`src/rtl/seq_pkg.sv`:
```
// Shared types and defaults for the frame-level sequencer controller.
package seq_pkg;
  typedef enum logic [1:0] {
    IDLE  = 2'd0,
    START = 2'd1,
    RUN   = 2'd2,
    STOP  = 2'd3
  } state_t;

  localparam int STOP_CYCLES_DEF = 2;
  localparam int TIMEOUT_DEF     = 255;
endpackage

```
`src/rtl/coef_write_port.sv`:
```
// Coefficient-RAM write port: host handshake register and one-cycle write pulse,
// admitted only while the sequencer is parked.
module coef_write_port
  import seq_pkg::*;
#(
  parameter int CODE_W = 8
) (
  input  logic              ck,
  input  logic              rst,
  input  logic              i_admit,
  input  logic              i_host_we,
  input  logic [CODE_W-1:0] i_host_addr,
  input  logic [31:0]       i_host_data,
  output logic              o_host_ready,
  output logic              o_coef_we,
  output logic [CODE_W-1:0] o_coef_waddr,
  output logic [31:0]       o_coef_wdata
);
  logic w_accept;

  assign w_accept = i_host_we & o_host_ready;

  always_ff @(posedge ck) begin
    if (!rst) begin
      o_host_ready <= 1'b0;
      o_coef_we    <= 1'b0;
      o_coef_waddr <= '0;
      o_coef_wdata <= '0;
    end else begin
      // Ready follows the state the FSM is about to enter, so it is 1 in every IDLE cycle.
      o_host_ready <= i_admit;
      o_coef_we    <= w_accept;
      if (w_accept) begin
        o_coef_waddr <= i_host_addr;
        o_coef_wdata <= i_host_data;
      end
    end
  end
endmodule

```
`src/rtl/seq_scheduler.sv`:
```
// Frame-level controller: releases the DSP sequencer once per frame strobe, times the run,
// parks it in reset again and exports sticky status plus the last run length.
module seq_scheduler
  import seq_pkg::*;
#(
  parameter int FRAME_W     = 4,
  parameter int CODE_W      = 8,
  parameter int CNT_W       = 9,
  parameter int TIMEOUT     = TIMEOUT_DEF,
  parameter int STOP_CYCLES = STOP_CYCLES_DEF
) (
  input  logic               ck,
  input  logic               rst,
  input  logic               frame_strobe,
  input  logic               seq_done,
  input  logic               seq_error,
  output logic               seq_rst,
  output logic [FRAME_W-1:0] frame,
  input  logic               host_we,
  input  logic [CODE_W-1:0]  host_addr,
  input  logic [31:0]        host_data,
  output logic               host_ready,
  output logic               coef_we,
  output logic [CODE_W-1:0]  coef_waddr,
  output logic [31:0]        coef_wdata,
  output logic               busy,
  output logic               overrun,
  output logic               err_sticky,
  input  logic               clr_status,
  output logic [CNT_W-1:0]   last_cycles
);
  state_t           r_state;
  state_t           w_next;
  logic [CNT_W-1:0] r_cnt;
  logic             w_run_end;
  logic             w_timeout;
  logic             w_err_set;
  logic             w_ovr_set;

  assign w_run_end = (r_state == RUN) && (seq_done || seq_error);
  assign w_timeout = (r_state == RUN) && (r_cnt == CNT_W'(TIMEOUT));
  // A done arriving on the timeout cycle wins, so the timeout alone does not flag an error.
  assign w_err_set = (r_state == RUN) && (seq_error || (w_timeout && !seq_done));
  assign w_ovr_set = frame_strobe && (r_state != IDLE);
  assign busy      = (r_state != IDLE);

  always_ff @(posedge ck) begin
    if (!rst) r_state <= IDLE;
    else      r_state <= w_next;
  end

  always_comb begin
    w_next = r_state;
    case (r_state)
      IDLE:    if (frame_strobe) w_next = START;
      START:   w_next = RUN;
      RUN:     if (w_run_end || w_timeout) w_next = STOP;
      STOP:    if (r_cnt == CNT_W'(STOP_CYCLES - 1)) w_next = IDLE;
      default: w_next = IDLE;
    endcase
  end

  always_ff @(posedge ck) begin
    if (!rst) begin
      seq_rst     <= 1'b0;
      frame       <= '0;
      r_cnt       <= '0;
      last_cycles <= '0;
      overrun     <= 1'b0;
      err_sticky  <= 1'b0;
    end else begin
      seq_rst <= (w_next == RUN);
      if ((r_state == IDLE) && frame_strobe) frame <= frame + 1'b1;
      // One counter serves both the RUN length and the STOP hold time.
      case (r_state)
        RUN:     r_cnt <= (w_next == STOP) ? '0 : r_cnt + 1'b1;
        STOP:    r_cnt <= r_cnt + 1'b1;
        default: r_cnt <= '0;
      endcase
      if (w_run_end)      last_cycles <= r_cnt;
      else if (w_timeout) last_cycles <= CNT_W'(TIMEOUT);
      overrun    <= w_ovr_set | (overrun & ~clr_status);
      err_sticky <= w_err_set | (err_sticky & ~clr_status);
    end
  end

  coef_write_port #(
    .CODE_W(CODE_W)
  ) u_coef_write_port (
    .ck           (ck),
    .rst          (rst),
    .i_admit      (w_next == IDLE),
    .i_host_we    (host_we),
    .i_host_addr  (host_addr),
    .i_host_data  (host_data),
    .o_host_ready (host_ready),
    .o_coef_we    (coef_we),
    .o_coef_waddr (coef_waddr),
    .o_coef_wdata (coef_wdata)
  );
endmodule
```
`config.mk`:
```
export PLATFORM = sky130hd
export DESIGN_NAME = seq_scheduler
export DESIGN_NICKNAME = d
export VERILOG_FILES = /design/src/rtl/seq_pkg.sv /design/src/rtl/coef_write_port.sv /design/src/rtl/seq_scheduler.sv
export SDC_FILE = /design/constraint.sdc
export NUM_CORES = 1
export LEC_CHECK = 0
export ABC_AREA = 1
export CAP_MARGIN = 20
export CORE_MARGIN = 10
export CORE_UTILIZATION = 43
export DETAILED_ROUTE_END_ITERATION = 10
export PLACE_DENSITY_LB_ADDON = 0.3
export RECOVER_POWER = 25
export SKIP_CTS_REPAIR_TIMING = 1
export SYNTH_ARGS = -nofsm -noshare
export SYNTH_HDL_FRONTEND = slang
export SYNTH_SLANG_ARGS = --single-unit
```
`constraint.sdc`:
```
create_clock -name ck -period 1.9 [get_ports ck]
set_input_delay 0.285 -clock ck [delete_from_list [all_inputs] [get_ports ck]]
set_output_delay 0.285 -clock ck [all_outputs]
set_load 0.02 [all_outputs]
```
# Yosys cells after proc, flatten, opt, wreduce, memory -nomap -nowiden
# Cells that the tools add are included.
[totals]
regBits = 69
[op_classes]
n_bitwise = 6
n_addsub = 2
n_reduce_logical = 14
muxes = 8
n_eq_ne = 7
[ops]
columns = ["op", "count"]
rows = [
  ["9-bit 2-to-1 mux", 3],
  ["9-bit one-hot mux with 2 select lines", 1],
  ["9-bit by 1-bit adder with 9-bit output (second input constant)", 1],
  ["9-bit by 1-bit equality test with 1-bit output (second input constant)", 1],
  ["9-bit by 8-bit equality test with 1-bit output (second input constant)", 1],
  ["2-bit equality test (second input constant)", 4],
  ["2-bit one-hot mux with 4 select lines", 1],
  ["1-bit logical AND", 6],
  ["2-bit 2-to-1 mux", 3],
  ["4-bit by 1-bit adder with 4-bit output (second input constant)", 1],
  ["2-bit logical NOT", 2],
  ["2-bit nonzero test", 2],
  ["1-bit AND", 3],
  ["1-bit logical OR", 3],
  ["2-bit by 1-bit equality test with 1-bit output (second input constant)", 1],
  ["1-bit OR", 2],
  ["1-bit logical NOT", 1],
  ["1-bit inverter", 1],
]

# Longest topological paths before layout
# Gate-level depths: netlist of run 1.
[logic_depth]
depth_word = 8
ltp_mapped = 11
ltp_nobuf = 11

# Cells and area by module
# Synthesis of run 1 repeated with hierarchy kept, for this count alone.
[unflattened]
cells_unflattened = 421
area_unflattened_um2 = 2891.5
[by_module_without_submodules]
columns = ["mod", "area_per_inst_um2", "cells_each", "n_inst"]
rows = [
  ["coef_write_port", 1707.9, 260, 1],
  ["seq_scheduler", 1183.6, 161, 1],
]

# Worst setup path after synthesis of run 1
# OpenSTA, ideal clock, no wires.
[synth_path]
path_type = "register to register"
from = "register r_cnt[0]"
to = "register seq_rst"
slack_ns = 0.279
arrival_ns = 1.508
required_ns = 1.787
period_less_slack_ns = 1.621
path_stages_with_launch = 12
setup_ns = 0.113
n_path_buf = 0
path_cell_list = "dfxtp_1 -> ha_1 -> nand3_1 -> nor2_1 -> nand3_1 -> nor2_1 -> ha_1 -> nand2_2 -> nand2_8 -> nor2_2 -> nand2_1 -> nor2_1"
[synth_via]
elab_chain_cells = 6
word_cells_on_any_way = 8
cone_classes = "3 x eq/ne; 3 x mux; 2 x reduce/logical"
[synth_rtl]
columns = ["element", "line_no", "source"]
rows = [
  ["start, declared", "seq_scheduler.sv:34", "logic [CNT_W-1:0] r_cnt;"],
  ["start signal, assigned", "seq_scheduler.sv:76", "RUN: r_cnt <= (w_next == STOP) ? '0 : r_cnt + 1'b1;"],
  ["start signal, assigned", "seq_scheduler.sv:77", "STOP: r_cnt <= r_cnt + 1'b1;"],
  ["9-bit by 8-bit equality test with 1-bit output", "seq_scheduler.sv:41", "assign w_timeout = (r_state == RUN) && (r_cnt == CNT_W'(TIMEOUT));"],
  ["1-bit logical AND", "seq_scheduler.sv:41", ""],
  ["1-bit logical OR", "seq_scheduler.sv:57", "RUN: if (w_run_end || w_timeout) w_next = STOP;"],
  ["2-bit 2-to-1 mux", "seq_scheduler.sv:57", ""],
  ["2-bit one-hot mux with 4 select lines (*)", "seq_scheduler.sv:54", "case (r_state)"],
  ["2-bit equality test (*)", "seq_scheduler.sv:72", "seq_rst <= (w_next == RUN);"],
  ["end signal, assigned", "seq_scheduler.sv:72", ""],
  ["end, declared", "seq_scheduler.sv:17", "output logic seq_rst,"],
]
# Mark *: on every way between the ends. The rest lies on a longest branch, timed or not.
# A chain may end at the register's enable or synchronous reset.

# Worst setup path after layout of run 1
# Same ends and word-level chain as after synthesis.

==> results of run 1 <==
## stage by stage
| stage | hold slack [ns] | instances | instance area, µm² |
|---|---|---|---|
| detailed placement | 0.463 | 508 | 3740 |
| global placement | 0.453 | 508 | 3740 |
| finish | 0.444 | 524 | 3970 |
| global route | 0.466 | 524 | 3970 |
| CTS | 0.479 | 524 | 3960 |
| floorplan | 0.430 | 339 | 2600 |
## metal layers
layer / global-route usage / vias up / part of all wire
met1: 0.188 / 1144 / 0.46
met4: 0.0470 / 0 / 0.014
met3: 0.0585 / 11 / 0.068
met5: 0 / - / 0
met2: 0.232 / 90 / 0.46
li1: - / 1277 / -
## logic make-up (layout without fill, tap and decap cells)
| logic type | count (synthesis) | after routing | synth area share |
|---|---|---|---|
| AOI/OAI and AO/OA | 56 | 56 | 0.111 |
| buffers and inverters | 36 | 146 | 0.0543 |
| DFF | 69 | 69 | 0.531 |
| and+or+nand+nor | 170 | 170 | 0.272 |
| adders and majority gates | 4 | 4 | 0.0192 |
| xor gates and xnor gates | 4 | 4 | 0.0135 |
## worst register-to-register path: stages, from the launching register on
cell and delay [ns]:
dfxtp_4 0.37, ha_1 0.20, nand3_2 0.11, nor2_2 0.15
nand3_1 0.10, nor2_1 0.12, ha_2 0.22, nand2_2 0.10
nand2_8 0.11, nor2_2 0.05, nand2_1 0.09, nor2_1 0.05
## cell usage after synthesis
library cell / number
nand4_1: 1
xor2_1: 3
nand2_4: 1
nor2_2: 1
buf_2: 5
nand2_2: 1
dfxtp_1: 69
clkbuf_1: 9
a21oi_2: 1
nand4_2: 1
nand3_1: 10
xnor2_1: 1
ha_1: 4
nor3_1: 2
a21oi_1: 3
nor2_4: 1
nand2_8: 1
nand3_2: 1
inv_2: 2
a31oi_1: 1
inv_1: 20
o21ai_0: 50
o21ai_2: 1
nor2_1: 117
nand2_1: 33
## area by class of cell
class | count | area (µm²)
Clock inverter | 6 | 86.3
Tap cell | 75 | 93.8
Sequential cell | 69 | 1390
Clock buffer | 10 | 138
Inverter | 22 | 82.6
Multi-Input combinational cell | 234 | 1090
Timing Repair Buffer | 108 | 1100
Fill cell | 482 | 1910
## where the power goes
| part | switching [mW] | total, mW | internal, mW | leakage (nW) |
|---|---|---|---|---|
| Clock | 0.569 | 1.34 | 0.772 | 0.112 |
| Combinational | 0.373 | 0.722 | 0.349 | 0.874 |
| Sequential | 0.0608 | 1.61 | 1.55 | 0.564 |
| Total | 1.00 | 3.67 | 2.67 | 1.55 |
## flip-flops by register name, summed over array words and instances, names as in the netlist
| signal | flops |
|---|---|
| u_coef_write_port.o_coef_waddr | 8 |
| frame | 4 |
| r_cnt | 9 |
| err_sticky | 1 |
| overrun | 1 |
| u_coef_write_port.o_coef_we | 1 |
| seq_rst | 1 |
| r_state | 2 |
| last_cycles | 9 |
| u_coef_write_port.o_coef_wdata | 32 |
| u_coef_write_port.o_host_ready | 1 |
## cells in the final DEF (no fill, tap or decap)
cell / Yosys / layout
a21oi_1: 3 / 3
a21oi_2: 1 / 1
a31oi_1: 1 / 1
buf_12: 0 / 2
bufinv_16: 0 / 2
clkbuf_2: 0 / 1
clkbuf_8: 0 / 10
clkdlybuf4s50_1: 0 / 103
clkinv_2: 0 / 2
clkinv_4: 0 / 1
clkinvlp_4: 0 / 1
dfxtp_1: 69 / 67
dfxtp_2: 0 / 1
dfxtp_4: 0 / 1
dlygate4sd3_1: 0 / 1
dlymetal6s2s_1: 0 / 1
ha_1: 4 / 3
ha_2: 0 / 1
inv_1: 20 / 21
inv_2: 2 / 1
nand2_1: 33 / 33
nand2_2: 1 / 1
nand2_4: 1 / 1
nand2_8: 1 / 1
nand3_1: 10 / 10
nand3_2: 1 / 1
nand4_1: 1 / 1
nand4_2: 1 / 1
nor2_1: 117 / 116
nor2_2: 1 / 2
nor2_4: 1 / 1
nor3_1: 2 / 2
o21ai_0: 50 / 50
o21ai_2: 1 / 1
xnor2_1: 1 / 1
xor2_1: 3 / 3
## how the worst max path moves through the flow
stage,startpoint,end,slack [ns],cells past startpoint
6_report,r_cnt[0],seq_rst,0.13,11
5_1_grt,r_cnt[0],seq_rst,0.01,11
4_1_cts,r_state[0],busy,-0.008,3
3_5_place_dp,r_cnt[0],seq_rst,0.09,11
3_3_place_gp,r_cnt[0],u_coef_write_port.o_host_ready,0.18,11
2_1_floorplan,r_cnt[0],seq_rst,0.28,11
==> metrics, run 1 <==
status completed; WHS Path Cells 1; fmax 564 MHz; DRT iter0 DRCs 94; min-delay worst type flop to flop; unrepaired setup endpoints after global routing no; buffers and inverters on the worst path 0; Die H 97.8 µm; sequential area share after synthesis 0.531; H-tree depth 3; Tot GR Track Use 0.150; Reg-to-Reg Start r_cnt[0]; Final nets 495; total gr overflow 0; Ports 106; Syn. warnings 0; CP required 2.15 ns; DP Wirelength 5.22 mm; Slew headroom 0.535; core area 0.00589 mm²; Sinks on Clock Net 69; final worst slack 0.128 ns; Die Wd 97.8 µm; final WL 7.33 mm; Final setup viols 0; reg2reg end seq_rst; Reg clk slew, reported paths 0.07 ns; # diodes 0; vias in the first global route 2,326; Hold Path Sink r_cnt[0]; Post-Synthesis Cells 339; Slew Limit Fails 0; Yosys cell types 25; residual DRC count 0; drt pass-1 iters 5; CP Capture Type flop; Setup WS pre-CTS 0.0941 ns; latest clock arrival within the worst-skew pair 0.35 ns; Die ar. 0.00957 mm²; crit-path leading delay family simple AND/OR/NAND/NOR gates; Worst path max stage delay 0.37 ns; fin crit share 0.933; FF-to-FF path depth 11; Hold Path Origin r_cnt[0]; clock skew 0.00630 ns; max-capacitance violation count 0; critical path fanouts, max 9; post-layout util 0.675; FF-to-FF setup slack 0.13 ns; Mapped Nets 390; Root Buffer clkbuf_8; Mapped Avg Cell Area 7.68 µm²; initial antenna violation count 0; Yosys reg bits 69; total power 3.67 mW; Routability Congestion 0.787; Total Neg Setup Slack 0 ns; DR WL/cell 14.0 µm; layout cell share with drive strength beyond 1 0.0735; Startpoint Class flop; P&R area growth vs syn 52.5%; Synth Cell Area 0.00260 mm²; largest net degree at the start of global routing 55; Crit path arrival time 2.02 ns; Lkg Pwr 1.55 nW; peak supply drop 560 µV; Pwr per Cell Area 925 mW/mm²; CTS Buf Count 9; via/cell ratio 4.81; Slew @ Worst Pin 0.698 ns; critical-path cell list ha_1 -> nand3_2 -> nor2_2 -> nand3_1 -> nor2_1 -> ha_2 -> nand2_2 -> nand2_8 -> nor2_2 -> nand2_1 -> nor2_1; CTS tree yes; Cell Rows 28; WS Path Type flop to flop; vias 2,522; main area contributors after synthesis dfxtp_1, nor2_1, o21ai_0; fin crit period 1.77 ns; first-pass GRT wire length 11.8 mm; number of nets with antenna violations after routing 0; PortBufs 105; cell accounting for the most synthesized area dfxtp_1; Clock Tree Buf Depth 2; starting density of the core 0.442; final hold vios 0; Slowest cell on crit path dfxtp_4; Yosys top cell area share 0.531
No activity file was read; power rests on OpenSTA's default activity.
==> run 2, diff against run 1 <==
- ABC_CLOCK_PERIOD_IN_PS: unset -> 1900
==> results of run 2 <==
Same layout as run 1: the final DEF is identical, and so are final timing and power.
